--- config.mk ---
export PLATFORM = sky130hd
export DESIGN_NAME = avl_st_pkt_gen_param
export DESIGN_NICKNAME = d
export VERILOG_FILES = /design/src/rtl/avl_st_pkt_gen_param.sv
export SDC_FILE = /design/constraint.sdc
export NUM_CORES = 1
export LEC_CHECK = 0
export CORE_MARGIN = 3
export CORE_UTILIZATION = 35
export CTS_CLUSTER_DIAMETER = 40
export DETAILED_ROUTE_END_ITERATION = 12
export PLACE_DENSITY = 0.59
export SLEW_MARGIN = 20
export SYNTH_ARGS = -nofsm -noshare
export SYNTH_HDL_FRONTEND = slang
export SYNTH_SLANG_ARGS = --single-unit
--- constraint.sdc ---
create_clock -name clk -period 13.7 [get_ports clk]
set_input_delay 2.74 -clock clk [delete_from_list [all_inputs] [get_ports clk]]
set_output_delay 2.74 -clock clk [all_outputs]
set_load 0.01 [all_outputs]
--- src/rtl/avl_st_pkt_gen_param.sv ---
// Parametrised Avalon-ST packet generator with an Avalon-MM CSR block.
// Emits PKT_NUM packets (or runs continuously) of PKT_LEN bytes, with an
// inter-packet gap of IPG idle cycles. Payload byte k = SEED + k (mod 256).
// Keeps 32-bit packet and byte counters.
module avl_st_pkt_gen_param #(
    parameter int DATA_W  = 64,
    parameter int EMPTY_W = 3,
    parameter int LEN_W   = 14
) (
    input  logic               clk,
    input  logic               reset,
    input  logic [2:0]         csr_address,
    input  logic               csr_read,
    input  logic               csr_write,
    input  logic [31:0]        csr_writedata,
    output logic [31:0]        csr_readdata,
    output logic               csr_waitrequest,
    output logic [DATA_W-1:0]  tx_data,
    output logic               tx_valid,
    output logic               tx_sop,
    output logic               tx_eop,
    output logic [EMPTY_W-1:0] tx_empty,
    output logic               tx_error,
    input  logic               tx_ready,
    output logic               busy,
    output logic               done
);
    localparam int BYTES = DATA_W / 8;

    typedef enum logic [1:0] {S_IDLE, S_SEND, S_GAP} state_t;
    state_t state_q, state_d;

    // Programmable configuration, as seen by CSR reads
    logic [31:0]      num_q;
    logic [LEN_W-1:0] len_q;
    logic [7:0]       ipg_q, seed_q;
    logic             cont_q;

    // Configuration captured at start; the run only uses these
    logic [31:0]      num_s_q;
    logic [LEN_W-1:0] len_s_q;
    logic [7:0]       ipg_s_q, seed_s_q;
    logic             cont_s_q;

    logic [LEN_W-1:0] beat_q, beat_d;
    logic [31:0]      sent_q, sent_d;
    logic [7:0]       gap_q, gap_d;
    logic             stop_pend_q, stop_pend_d;
    logic             err_arm_q, err_arm_d;
    logic             done_q, done_d;
    logic [31:0]      pkt_cnt_q, byte_cnt_q;
    logic             rd_pend_q;
    logic [31:0]      rdata_q, rd_mux;

    // CTRL write-one strobes
    logic ctrl_wr, start_wr, stop_wr, clr_wr, inj_wr;
    assign ctrl_wr  = csr_write && (csr_address == 3'd0);
    assign start_wr = ctrl_wr && csr_writedata[0];
    assign stop_wr  = ctrl_wr && csr_writedata[1];
    assign clr_wr   = ctrl_wr && csr_writedata[3];
    assign inj_wr   = ctrl_wr && csr_writedata[4];

    // Beat geometry: byte offset of this beat and whether it covers the end
    logic [31:0] off, end_off, len32;
    logic        last_beat, acc, acc_eop;
    assign len32     = {{(32-LEN_W){1'b0}}, len_s_q};
    assign off       = 32'(beat_q) * 32'(BYTES);
    assign end_off   = off + 32'(BYTES);
    assign last_beat = (end_off >= len32);

    assign tx_valid = (state_q == S_SEND);
    assign acc      = tx_valid && tx_ready;
    assign acc_eop  = acc && last_beat;

    // Outputs depend only on registered state, so they hold under backpressure
    assign tx_sop   = tx_valid && (beat_q == '0);
    assign tx_eop   = tx_valid && last_beat;
    assign tx_empty = tx_eop ? EMPTY_W'(end_off - len32) : '0;
    assign tx_error = tx_eop && err_arm_q;
    assign busy     = (state_q != S_IDLE);
    assign done     = done_q;

    // First byte of the packet sits in the most significant lane
    for (genvar j = 0; j < BYTES; j++) begin : g_byte
        logic [31:0] k;
        assign k = off + 32'(j);
        assign tx_data[DATA_W-1-8*j -: 8] = (tx_valid && (k < len32)) ? seed_s_q + k[7:0] : 8'd0;
    end

    // Next-state logic for the IDLE/SEND/GAP sequencer
    always_comb begin
        state_d     = state_q;
        beat_d      = beat_q;
        sent_d      = sent_q;
        gap_d       = gap_q;
        stop_pend_d = stop_pend_q;
        done_d      = done_q;
        case (state_q)
            S_IDLE: begin
                if (start_wr) begin
                    stop_pend_d = 1'b0;
                    if ((num_q == 32'd0) && !csr_writedata[2]) begin
                        done_d = 1'b1;
                    end else begin
                        done_d  = 1'b0;
                        beat_d  = '0;
                        sent_d  = '0;
                        state_d = S_SEND;
                    end
                end
            end
            S_SEND: begin
                if (stop_wr) stop_pend_d = 1'b1;
                if (acc) begin
                    if (last_beat) begin
                        beat_d = '0;
                        sent_d = sent_q + 32'd1;
                        if (stop_pend_q || stop_wr || (!cont_s_q && (sent_q + 32'd1 == num_s_q))) begin
                            state_d     = S_IDLE;
                            done_d      = 1'b1;
                            stop_pend_d = 1'b0;
                        end else if (ipg_s_q != 8'd0) begin
                            state_d = S_GAP;
                            gap_d   = ipg_s_q;
                        end
                    end else begin
                        beat_d = beat_q + LEN_W'(1);
                    end
                end
            end
            S_GAP: begin
                if (stop_wr) begin
                    state_d = S_IDLE;
                    done_d  = 1'b1;
                end else if (gap_q == 8'd1) begin
                    state_d = S_SEND;
                end else begin
                    gap_d = gap_q - 8'd1;
                end
            end
            default: state_d = S_IDLE;
        endcase
    end

    // A fresh inj_err arms even if an eop is consuming the previous arm
    always_comb begin
        err_arm_d = err_arm_q;
        if (acc_eop && err_arm_q) err_arm_d = 1'b0;
        if (inj_wr) err_arm_d = 1'b1;
    end

    // Sequencer, counter and run-shadow registers
    always_ff @(posedge clk or posedge reset) begin
        if (reset) begin
            state_q     <= S_IDLE;
            beat_q      <= '0;
            sent_q      <= '0;
            gap_q       <= '0;
            stop_pend_q <= 1'b0;
            err_arm_q   <= 1'b0;
            done_q      <= 1'b0;
            pkt_cnt_q   <= '0;
            byte_cnt_q  <= '0;
            num_s_q     <= '0;
            len_s_q     <= '0;
            ipg_s_q     <= '0;
            seed_s_q    <= '0;
            cont_s_q    <= 1'b0;
        end else begin
            state_q     <= state_d;
            beat_q      <= beat_d;
            sent_q      <= sent_d;
            gap_q       <= gap_d;
            stop_pend_q <= stop_pend_d;
            err_arm_q   <= err_arm_d;
            done_q      <= done_d;
            if (clr_wr) begin
                pkt_cnt_q  <= '0;
                byte_cnt_q <= '0;
            end else if (acc_eop) begin
                pkt_cnt_q  <= pkt_cnt_q + 32'd1;
                byte_cnt_q <= byte_cnt_q + len32;
            end
            if ((state_q == S_IDLE) && start_wr) begin
                num_s_q  <= num_q;
                len_s_q  <= (len_q == '0) ? LEN_W'(1) : len_q;
                ipg_s_q  <= ipg_q;
                seed_s_q <= seed_q;
                cont_s_q <= csr_writedata[2];
            end
        end
    end

    // CSR configuration writes, zero wait states
    always_ff @(posedge clk or posedge reset) begin
        if (reset) begin
            num_q  <= 32'd1;
            len_q  <= LEN_W'(64);
            ipg_q  <= 8'd12;
            seed_q <= 8'd0;
            cont_q <= 1'b0;
        end else if (csr_write) begin
            case (csr_address)
                3'd0:    cont_q <= csr_writedata[2];
                3'd1:    num_q  <= csr_writedata;
                3'd2:    len_q  <= csr_writedata[LEN_W-1:0];
                3'd3:    ipg_q  <= csr_writedata[7:0];
                3'd4:    seed_q <= csr_writedata[7:0];
                default: ;
            endcase
        end
    end

    // CSR read decode; unmapped bits read 0
    always_comb begin
        rd_mux = 32'd0;
        case (csr_address)
            3'd0: rd_mux = {29'd0, cont_q, 2'd0};
            3'd1: rd_mux = num_q;
            3'd2: rd_mux = {{(32-LEN_W){1'b0}}, len_q};
            3'd3: rd_mux = {24'd0, ipg_q};
            3'd4: rd_mux = {24'd0, seed_q};
            3'd5: rd_mux = {30'd0, done_q, busy};
            3'd6: rd_mux = pkt_cnt_q;
            3'd7: rd_mux = byte_cnt_q;
            default: rd_mux = 32'd0;
        endcase
    end

    // Reads take two cycles: stall in the first while readdata is registered
    always_ff @(posedge clk or posedge reset) begin
        if (reset) begin
            rd_pend_q <= 1'b0;
            rdata_q   <= '0;
        end else begin
            rd_pend_q <= csr_read && !rd_pend_q;
            if (csr_read && !rd_pend_q) rdata_q <= rd_mux;
        end
    end

    assign csr_waitrequest = csr_read && !rd_pend_q;
    assign csr_readdata    = rdata_q;
endmodule

==> results.yml, run 1 <==
sta:
  worstMarginPinSlew_ns: 1.07
  finalCritPeriodShare_pct: 52.4
  finalSetupViolCount: 0
  slew_headroom_pct: 28.6
  rsz0062_at_grt: "false"
  fin_setup_tns_ns: 0
  whs_ns: 0.480
  finClkSkew_ns: 0.0145
  min_period_ns: 7.17
  drv_slew: 0
  fmax_mhz: 139
  hold_viol: 0
power_and_ir_drop:
  p_per_area_mw_per_mm2: 194
  ir_worst_vdd_mv: 0.0849
  power_leakage_nw: 8.70
clocking:
  cts_tree: "built"
  clkLatencyLatePin_ns: 0.54
  cts_setup_buffers: 0
  clockRootBuffer: "clkbuf_16"
  cts_sinks: 282
  clk_path_buf_depth: 3
  cts_hold_buf: 0
  path_clk_slew_ns: 0.06
  h-tree-depth: 2
  ctsResizeCount: 0
  cts_inserted_buffers: 40
setup_path:
  crit_type: "flip-flop to primary output"
  cp.required_ns: 10.96
  critPathArrivalTime_ns: 4.43
  end_kind: "primary output"
  crit_fanout: 10
  start_kind: "flip-flop"
  rrSetupSlack_ns: 9.39
  rr_worst_depth: 14
logic_synthesis:
  async_flop_share_pct: 100
  synthCells: 1752
  syn_area_sq_mm: 0.0169
  synth.distinct_cells: 77
  synth_edf_count: 0
  ys_seq_area_share_pct: 41.8
  synth_top_area_share_pct: 41.2
  synthFlopType: "dfrtp_1"
  avgSynthCellArea_sq_um: 9.65
  synth_largest_area_cell: "dfrtp_1"
  syn_nets: 1857
  ys_ff_latch: 282
  synthTopCellsByArea: "dfrtp_1 41%, mux2_2 9.1%, ha_1 4.6%"
  ys_warn_count: 0
detailed_routing:
  drt_wl_total_mm: 50.1
  wire_per_inst_um: 20.1
  vias_per_cell: 5.56
  detail-route-antenna-nets: 0
  drt_first_pass_iters: 5
  drt_iter0_drc: 1053
  drc: 0
  dr_total_vias: 13800
place:
  gp_congestion: 0.890
  port_buffers: 145
  hpwl_mm: 36.4
floorplan:
  rows: 79
  ios: 146
  core_area_sq_mm: 0.0471
  fp.dieArea_sq_mm: 0.0510
  start_util_pct: 35.8
  fp.dieH_um: 226
  die_width_um: 226
global_routing:
  grt_usage_pct: 19.5
  grt-ovfl-total: 0
  grt_pass1_vias: 13500
  antenna_found_initial: 1
  grt_max_degree: 141
  grt_pass1_wl_mm: 79.4
cells_and_area:
  layout_common_cells: "278 x dfrtp_1, 160 x nor2_1, 144 x nand2_1, 144 x clkdlybuf4s50_1, 136 x mux2_2"
  postLayoutCoreUtil_pct: 42.9
  drive_gt1_share_pct: 14.0
  area_growth_syn_to_layout_pct: 19.6
  fillCellCount: 4469
  diodes: 0
  fin_nets: 1955
  layout_commonest_cell: "dfrtp_1"
status:
  outcome: "completed"
hold_path:
  min_path_type: "flip-flop to flip-flop"
  holdPathStages: 2
run:
  cap_viol_max_count: 0
==> sequential cells by signal, summed over array words and instances, names as in the netlist, 2 cells and up <==
register / count
pkt_cnt_q: 32
seed_s_q: 8
gap_q: 8
num_q: 32
len_s_q: 14
num_s_q: 32
ipg_s_q: 8
len_q: 14
seed_q: 8
beat_q: 14
csr_readdata: 32
state_q: 2
sent_q: 32
byte_cnt_q: 32
ipg_q: 8
==> cell usage after synthesis (25+ instances only) <==
master      n
nor2_1    160
nor4_1     25
and2_1     28
dfrtp_1   278
xor2_1     72
nand4_1    32
mux2_2    136
xnor2_1    71
o21ai_0    87
and3_1     27
ha_1       62
a31oi_1    34
nand3_1    58
a22o_1     29
a21oi_1    85
a21o_1     27
nand2_1   144
inv_1      43
clkbuf_1   82
==> final cells by class <==
cell class / instances / area (sq um) / area share [%]
tap: 607 / 759 / 3.76
clock inverter: 23 / 241 / 1.19
clock buffer: 51 / 1120 / 5.56
inverter: 44 / 173 / 0.854
multi-input combinational: 1320 / 9290 / 45.9
timing repair buffer: 162 / 1570 / 7.78
sequential: 282 / 7060 / 34.9
==> kinds of logic after synthesis <==
group / Yosys count / synth area share, %
XOR/XNOR: 143 / 7.41
AO/OA/AOI/OAI: 367 / 14.2
buffers and inverters: 150 / 3.54
flip-flops: 282 / 41.8
multiplexers: 150 / 10.1
AND/OR/NAND/NOR: 595 / 18.0
adder cells (fa/ha/maj): 65 / 4.94
==> power by group <==
| group | internal (mW) | leakage, nW | switching (mW) |
|---|---|---|---|
| combinational | 0.750 | 4.35 | 0.883 |
| clock | 0.644 | 0.651 | 0.395 |
| sequential | 1.01 | 3.70 | 0.241 |
==> worst max-delay path, cell delays in order (launching register included) <==
cell and delay (ns):
dfrtp_1 0.41, inv_1 0.09, ha_1 0.33, inv_1 0.22, or4_1 0.58, a211oi_1 0.28, o21ai_0 0.20, a21o_1 0.23
or2_1 0.38, o21bai_1 0.40, nor2_1 0.22, clkdlybuf4s50_1 0.57
==> stage by stage <==
step	power, mW	instance area [sq um]	cells	worst slack, ns
after floorplan	2.22	16900	1752	3.19
after global placement	2.85	18800	2415	6.63
after detailed placement	2.89	18800	2415	6.63
after CTS	3.95	20200	2489	6.55
after global routing	4.17	20200	2489	6.20
final	3.93	20200	2489	6.53
==> final timing paths <==
path / from / end
max: state_q[1]$_DFFE_PP0P_ / tx_data[18]
min reg2reg: csr_readdata[28]$_DFFE_PP0P_ / csr_readdata[28]$_DFFE_PP0P_
min in group asynchronous: reset / byte_cnt_q[3]$_DFFE_PP0P_
max in group asynchronous: reset / ipg_q[6]$_DFFE_PP0P_
min: csr_readdata[28]$_DFFE_PP0P_ / csr_readdata[28]$_DFFE_PP0P_
max reg2reg: beat_q[1]$_DFFE_PP0P_ / sent_q[6]$_DFFE_PP0P_
==> per-layer routing <==
layer  GRT usage [%]  wire, um  part of all wire [%]  up-vias
met5               0        13                 0.026        -
met4            5.15      1120                   2.2        2
met3            2.55      1890                   3.8       68
met2            30.7     23000                    46      342
met1            28.3     24000                    48     6903
li1                -         -                     -     6519
(Power assumes the default switching activity.)
==> run 2, diff against run 1 <==
clock period = 7.27 ns   (was 13.7 ns; I/O delays follow)
==> results.yml, run 2 (synthesis gave the netlist of run 1 again) <==
status:
  outcome: "completed"
power_and_ir_drop:
  power_leakage_nw: 8.74
  switching_share_pct: 39.3
  internal_power_mw: 4.53
  clockPowerShare_pct: 27.0
  pwr-share-seq_pct: 31.7
  ir_worst_vdd_mv: 0.185
  comb_power_share_pct: 41.3
  p_per_area_mw_per_mm2: 368
  power_switching_mw: 2.93
run:
  cap_viol_max_count: 0
clocking:
  cts_setup_buffers: 0
  cts_tree: "built"
  cts_inserted_buffers: 41
  cts_sinks: 282
  h-tree-depth: 2
  clk_path_buf_depth: 3
  cts_hold_buf: 0
  clkLatencyLatePin_ns: 0.55
  clockRootBuffer: "clkbuf_16"
  path_clk_slew_ns: 0.06
  ctsResizeCount: 0
setup_path:
  rrSetupSlack_ns: 2.93
  max_stage_delay_ns: 0.58
  critPathArrivalTime_ns: 4.48
  critPathSlowestCell: "or4_1"
  crit_fanout: 10
  end_kind: "primary output"
  cp.required_ns: 5.82
  crit_top_cell: "inv_1"
  crit_type: "flip-flop to primary output"
  start_kind: "flip-flop"
  crit_path_cell_trace: "inv_1 -> ha_1 -> inv_1 -> or4_1 -> a211oi_1 -> o21ai_0 -> a21o_1 -> or2_1 -> o21bai_1 -> nor2_1 -> clkdlybuf4s50_1"
global_routing:
  grt_max_degree: 170
  grt_pass1_vias: 13600
  grt_usage_pct: 19.6
  antenna_found_initial: 1
  grt_pass1_wl_mm: 79.4
  grt-ovfl-total: 0
detailed_routing:
  dr_total_vias: 13900
  detail-route-antenna-nets: 0
  drc: 0
  vias_per_cell: 5.56
  drt_first_pass_iters: 5
  drt_iter0_drc: 1109
  drt_wl_total_mm: 50.2
  wire_per_inst_um: 20.1
floorplan:
  core_area_sq_mm: 0.0471
  die_width_um: 226
  rows: 79
  ios: 146
  fp.dieH_um: 226
  fp.dieArea_sq_mm: 0.0510
  start_util_pct: 35.8
cells_and_area:
  postLayoutCoreUtil_pct: 43.0
  layout_commonest_cell: "dfrtp_1"
  area_growth_syn_to_layout_pct: 20.0
  diodes: 0
  fin_nets: 1959
  drive_gt1_share_pct: 14.1
  layout_common_cells: "278 x dfrtp_1, 160 x nor2_1, 144 x nand2_1, 144 x clkdlybuf4s50_1, 136 x mux2_2"
sta:
  finClkSkew_ns: 0.0174
  rsz0062_at_grt: "false"
  worstMarginPinSlew_ns: 1.14
  hold_viol: 0
  fmax_mhz: 169
  drv_slew: 0
  fin_ws_ns: 1.34
  min_period_ns: 5.93
  finalSetupViolCount: 0
  finalCritPeriodShare_pct: 81.6
  fin_setup_tns_ns: 0
  slew_headroom_pct: 22.7
place:
  gp_congestion: 0.880
  hpwl_mm: 36.6
  port_buffers: 145
  pre_cts_ws_ns: 1.98
hold_path:
  min_path_type: "flip-flop to flip-flop"
run 2: per-stage QoR:
step,hold WS (ns),std cells,power (mW),area (sq um)
CTS,0.489,2494,7.50,20300
finish,0.486,2494,7.46,20300
detailed placement,0.470,2418,5.45,18900
global route,0.513,2494,7.91,20300
floorplan,0.458,1752,4.18,16900
global placement,0.466,2418,5.40,18900
run 2: worst paths after layout:
kind / from / end / cells past startpoint
worst max-delay path: state_q[1]$_DFFE_PP0P_ / tx_data[22] / 11
worst min-delay path: csr_readdata[24]$_DFFE_PP0P_ / csr_readdata[24]$_DFFE_PP0P_ / 2
worst max register to register: beat_q[0]$_DFFE_PP0P_ / pkt_cnt_q[30]$_DFFE_PP0P_ / 15
worst min register to register: csr_readdata[24]$_DFFE_PP0P_ / csr_readdata[24]$_DFFE_PP0P_ / 2
max in group asynchronous: reset / pkt_cnt_q[10]$_DFFE_PP0P_ / 4
min in group asynchronous: reset / byte_cnt_q[6]$_DFFE_PP0P_ / 2
run 2: power groups by stage:
| stage | registers [mW] | logic [mW] | clock network [mW] |
|---|---|---|---|
| floorplan | 2.17 | 2.01 | 0 |
| global placement | 2.37 | 3.03 | 0 |
| detailed placement | 2.38 | 3.07 | 0 |
| CTS | 2.36 | 3.09 | 2.06 |
| global route | 2.41 | 3.38 | 2.12 |
| finish | 2.37 | 3.08 | 2.01 |
run 2: critical path, delay by kind of cell, from the launching register on:
family | cells | cell delay (ns)
buffers and inverters | 3 | 0.87
and+or+nand+nor | 3 | 1.16
DFF | 1 | 0.42
adders and majority gates | 1 | 0.34
AOI/OAI and AO/OA | 4 | 1.13
run 2: per-layer routing:
layer	vias up	global-route usage [%]	part of all wire, %
met5	-	0	0
met4	0	5.31	2.2
met3	73	2.53	4.7
met2	361	30.8	46
met1	6892	28.3	47
li1	6532	-	-
run 2: layout make-up:
cell class | count | area (sq um)
clock buffers | 49 | 1120
clock inverters | 27 | 289
fillers | 4502 | 26900
inverters | 44 | 169
multi-input cells | 1320 | 9280
flip-flops and latches | 282 | 7060
well taps | 607 | 759
repair buffers | 165 | 1610
==> run 3, diff against run 2 <==
clock period = 6.1 ns   (was 7.27 ns; I/O delays follow)
==> results.yml, run 3 (synthesis gave the netlist of run 1 again) <==
hold_path:
  holdPathStages: 2
  min_path_type: "flip-flop to flip-flop"
  worstHoldStart: "csr_readdata[19]$_DFFE_PP0P_"
  worstHoldEndpoint: "csr_readdata[19]$_DFFE_PP0P_"
setup_path:
  rrSetupSlack_ns: 1.76
  crit_top_cell: "inv_1"
  end_kind: "primary output"
  critPathArrivalTime_ns: 4.39
  crit_type: "flip-flop to primary output"
  max_stage_delay_ns: 0.57
  cp.required_ns: 4.88
  crit_path_cell_trace: "inv_1 -> ha_1 -> buf_4 -> inv_1 -> or4_1 -> a211oi_1 -> o21ai_0 -> a21o_1 -> or2_1 -> o21bai_1 -> nor2_1 -> clkdlybuf4s50_1"
  crit_fanout: 10
  critPathSlowestCell: "or4_1"
  r2r_start: "beat_q[1]$_DFFE_PP0P_"
  rr_worst_depth: 15
  r2r-end: "gap_q[7]$_DFFE_PP0P_"
  start_kind: "flip-flop"
global_routing:
  grt_pass1_wl_mm: 80.1
  grt-ovfl-total: 0
  grt_usage_pct: 19.8
  antenna_found_initial: 1
  grt_pass1_vias: 13600
  grt_max_degree: 182
detailed_routing:
  vias_per_cell: 5.58
  drt_iter0_drc: 1211
  dr_total_vias: 13900
  wire_per_inst_um: 20.4
  drc: 0
  drt_first_pass_iters: 6
  drt_wl_total_mm: 50.9
  detail-route-antenna-nets: 0
place:
  gp_congestion: 0.921
  pre_cts_ws_ns: 1.11
  placed_area_sq_mm: 0.0189
  port_buffers: 145
  placed_cells: 2419
  hpwl_mm: 37.1
sta:
  worstMarginPinSlew_ns: 1.02
  whs_ns: 0.484
  finalCritPeriodShare_pct: 91.9
  finalSetupViolCount: 0
  rsz0062_at_grt: "false"
  slew_headroom_pct: 31.5
  fin_ws_ns: 0.494
  finClkSkew_ns: 0.0214
  fmax_mhz: 178
  drv_slew: 0
  fin_setup_tns_ns: 0
  min_period_ns: 5.61
  hold_viol: 0
cells_and_area:
  finalNonFillerCells: 2497
  area_growth_syn_to_layout_pct: 21.4
  layout_common_cells: "278 x dfrtp_1, 160 x nor2_1, 144 x nand2_1, 144 x clkdlybuf4s50_1, 136 x mux2_2"
  diodes: 0
  fin_area_sq_mm: 0.0205
  fillCellCount: 4470
  drive_gt1_share_pct: 14.2
  layout_commonest_cell: "dfrtp_1"
  postLayoutCoreUtil_pct: 43.5
  fin_nets: 1962
clocking:
  clk_path_buf_depth: 3
  clkLatencyLatePin_ns: 0.55
  ctsResizeCount: 0
  cts_setup_buffers: 0
  cts_inserted_buffers: 42
  path_clk_slew_ns: 0.05
  cts_hold_buf: 0
  cts_tree: "built"
  h-tree-depth: 2
  cts_sinks: 282
  clockRootBuffer: "clkbuf_16"
floorplan:
  fp.dieH_um: 226
  rows: 79
  die_width_um: 226
  fp.dieArea_sq_mm: 0.0510
  core_area_sq_mm: 0.0471
  ios: 146
  start_util_pct: 35.8
power_and_ir_drop:
  power_leakage_nw: 8.85
  totalPowerFinal_mw: 9.24
  p_per_area_mw_per_mm2: 451
  ir_worst_vdd_mv: 0.230
status:
  outcome: "completed"
run:
  cap_viol_max_count: 0
==> run 3: changes by cell type in the layout (fill, tap and decap cells not counted), moves of 2 or more <==
| cell | delta |
|---|---|
| clkinv_8 | -4 |
| clkbuf_1 | +2 |
| bufinv_16 | +8 |
| inv_6 | -5 |
| clkinv_2 | -2 |
| clkbuf_16 | +2 |
==> run 3: power by group <==
| part | leakage [nW] | switching, mW | internal, mW | total [mW] |
|---|---|---|---|---|
| registers | 3.70 | 0.541 | 2.28 | 2.82 |
| clock network | 0.772 | 0.919 | 1.81 | 2.73 |
| logic | 4.38 | 2.00 | 1.69 | 3.70 |
==> run 3: worst max-delay path, delay by kind of cell, from the launching register on <==
kind	cells	cell delay [ns]
flip-flops	1	0.41
AO/OA/AOI/OAI	4	1.17
adder cells (fa/ha/maj)	1	0.14
AND/OR/NAND/NOR	3	1.17
buffers and inverters	4	0.94
==> run 3: layer usage <==
| layer | GRT usage, % | part of all wire (%) | vias to the layer above |
|---|---|---|---|
| li1 | - | - | 6516 |
| met2 | 31.1 | 45 | 404 |
| met1 | 28.2 | 47 | 6924 |
| met4 | 6.42 | 2.8 | 2 |
| met3 | 3.02 | 5.1 | 87 |
| met5 | 0 | 0.026 | - |
==> run 3: worst max-delay path by stage <==
stage                      startpoint                    end  cells past startpoint
3_5_place_dp   state_q[1]$_DFFE_PP0P_            tx_data[22]                     12
5_1_grt         beat_q[1]$_DFFE_PP0P_               tx_error                     14
6_report       state_q[1]$_DFFE_PP0P_            tx_data[22]                     12
2_1_floorplan                   reset  beat_q[0]$_DFFE_PP0P_                      1
3_3_place_gp   state_q[1]$_DFFE_PP0P_            tx_data[14]                     12
4_1_cts        state_q[1]$_DFFE_PP0P_            tx_data[22]                     12
==> run 3: final cells by class <==
class | count | area, sq um | share of cell area [%]
Sequential cell | 282 | 7060 | 34.4
Timing Repair Buffer | 167 | 1660 | 8.08
Clock buffer | 54 | 1190 | 5.80
Multi-Input combinational cell | 1320 | 9280 | 45.2
Clock inverter | 23 | 400 | 1.95
Inverter | 44 | 169 | 0.823
Tap cell | 607 | 759 | 3.70
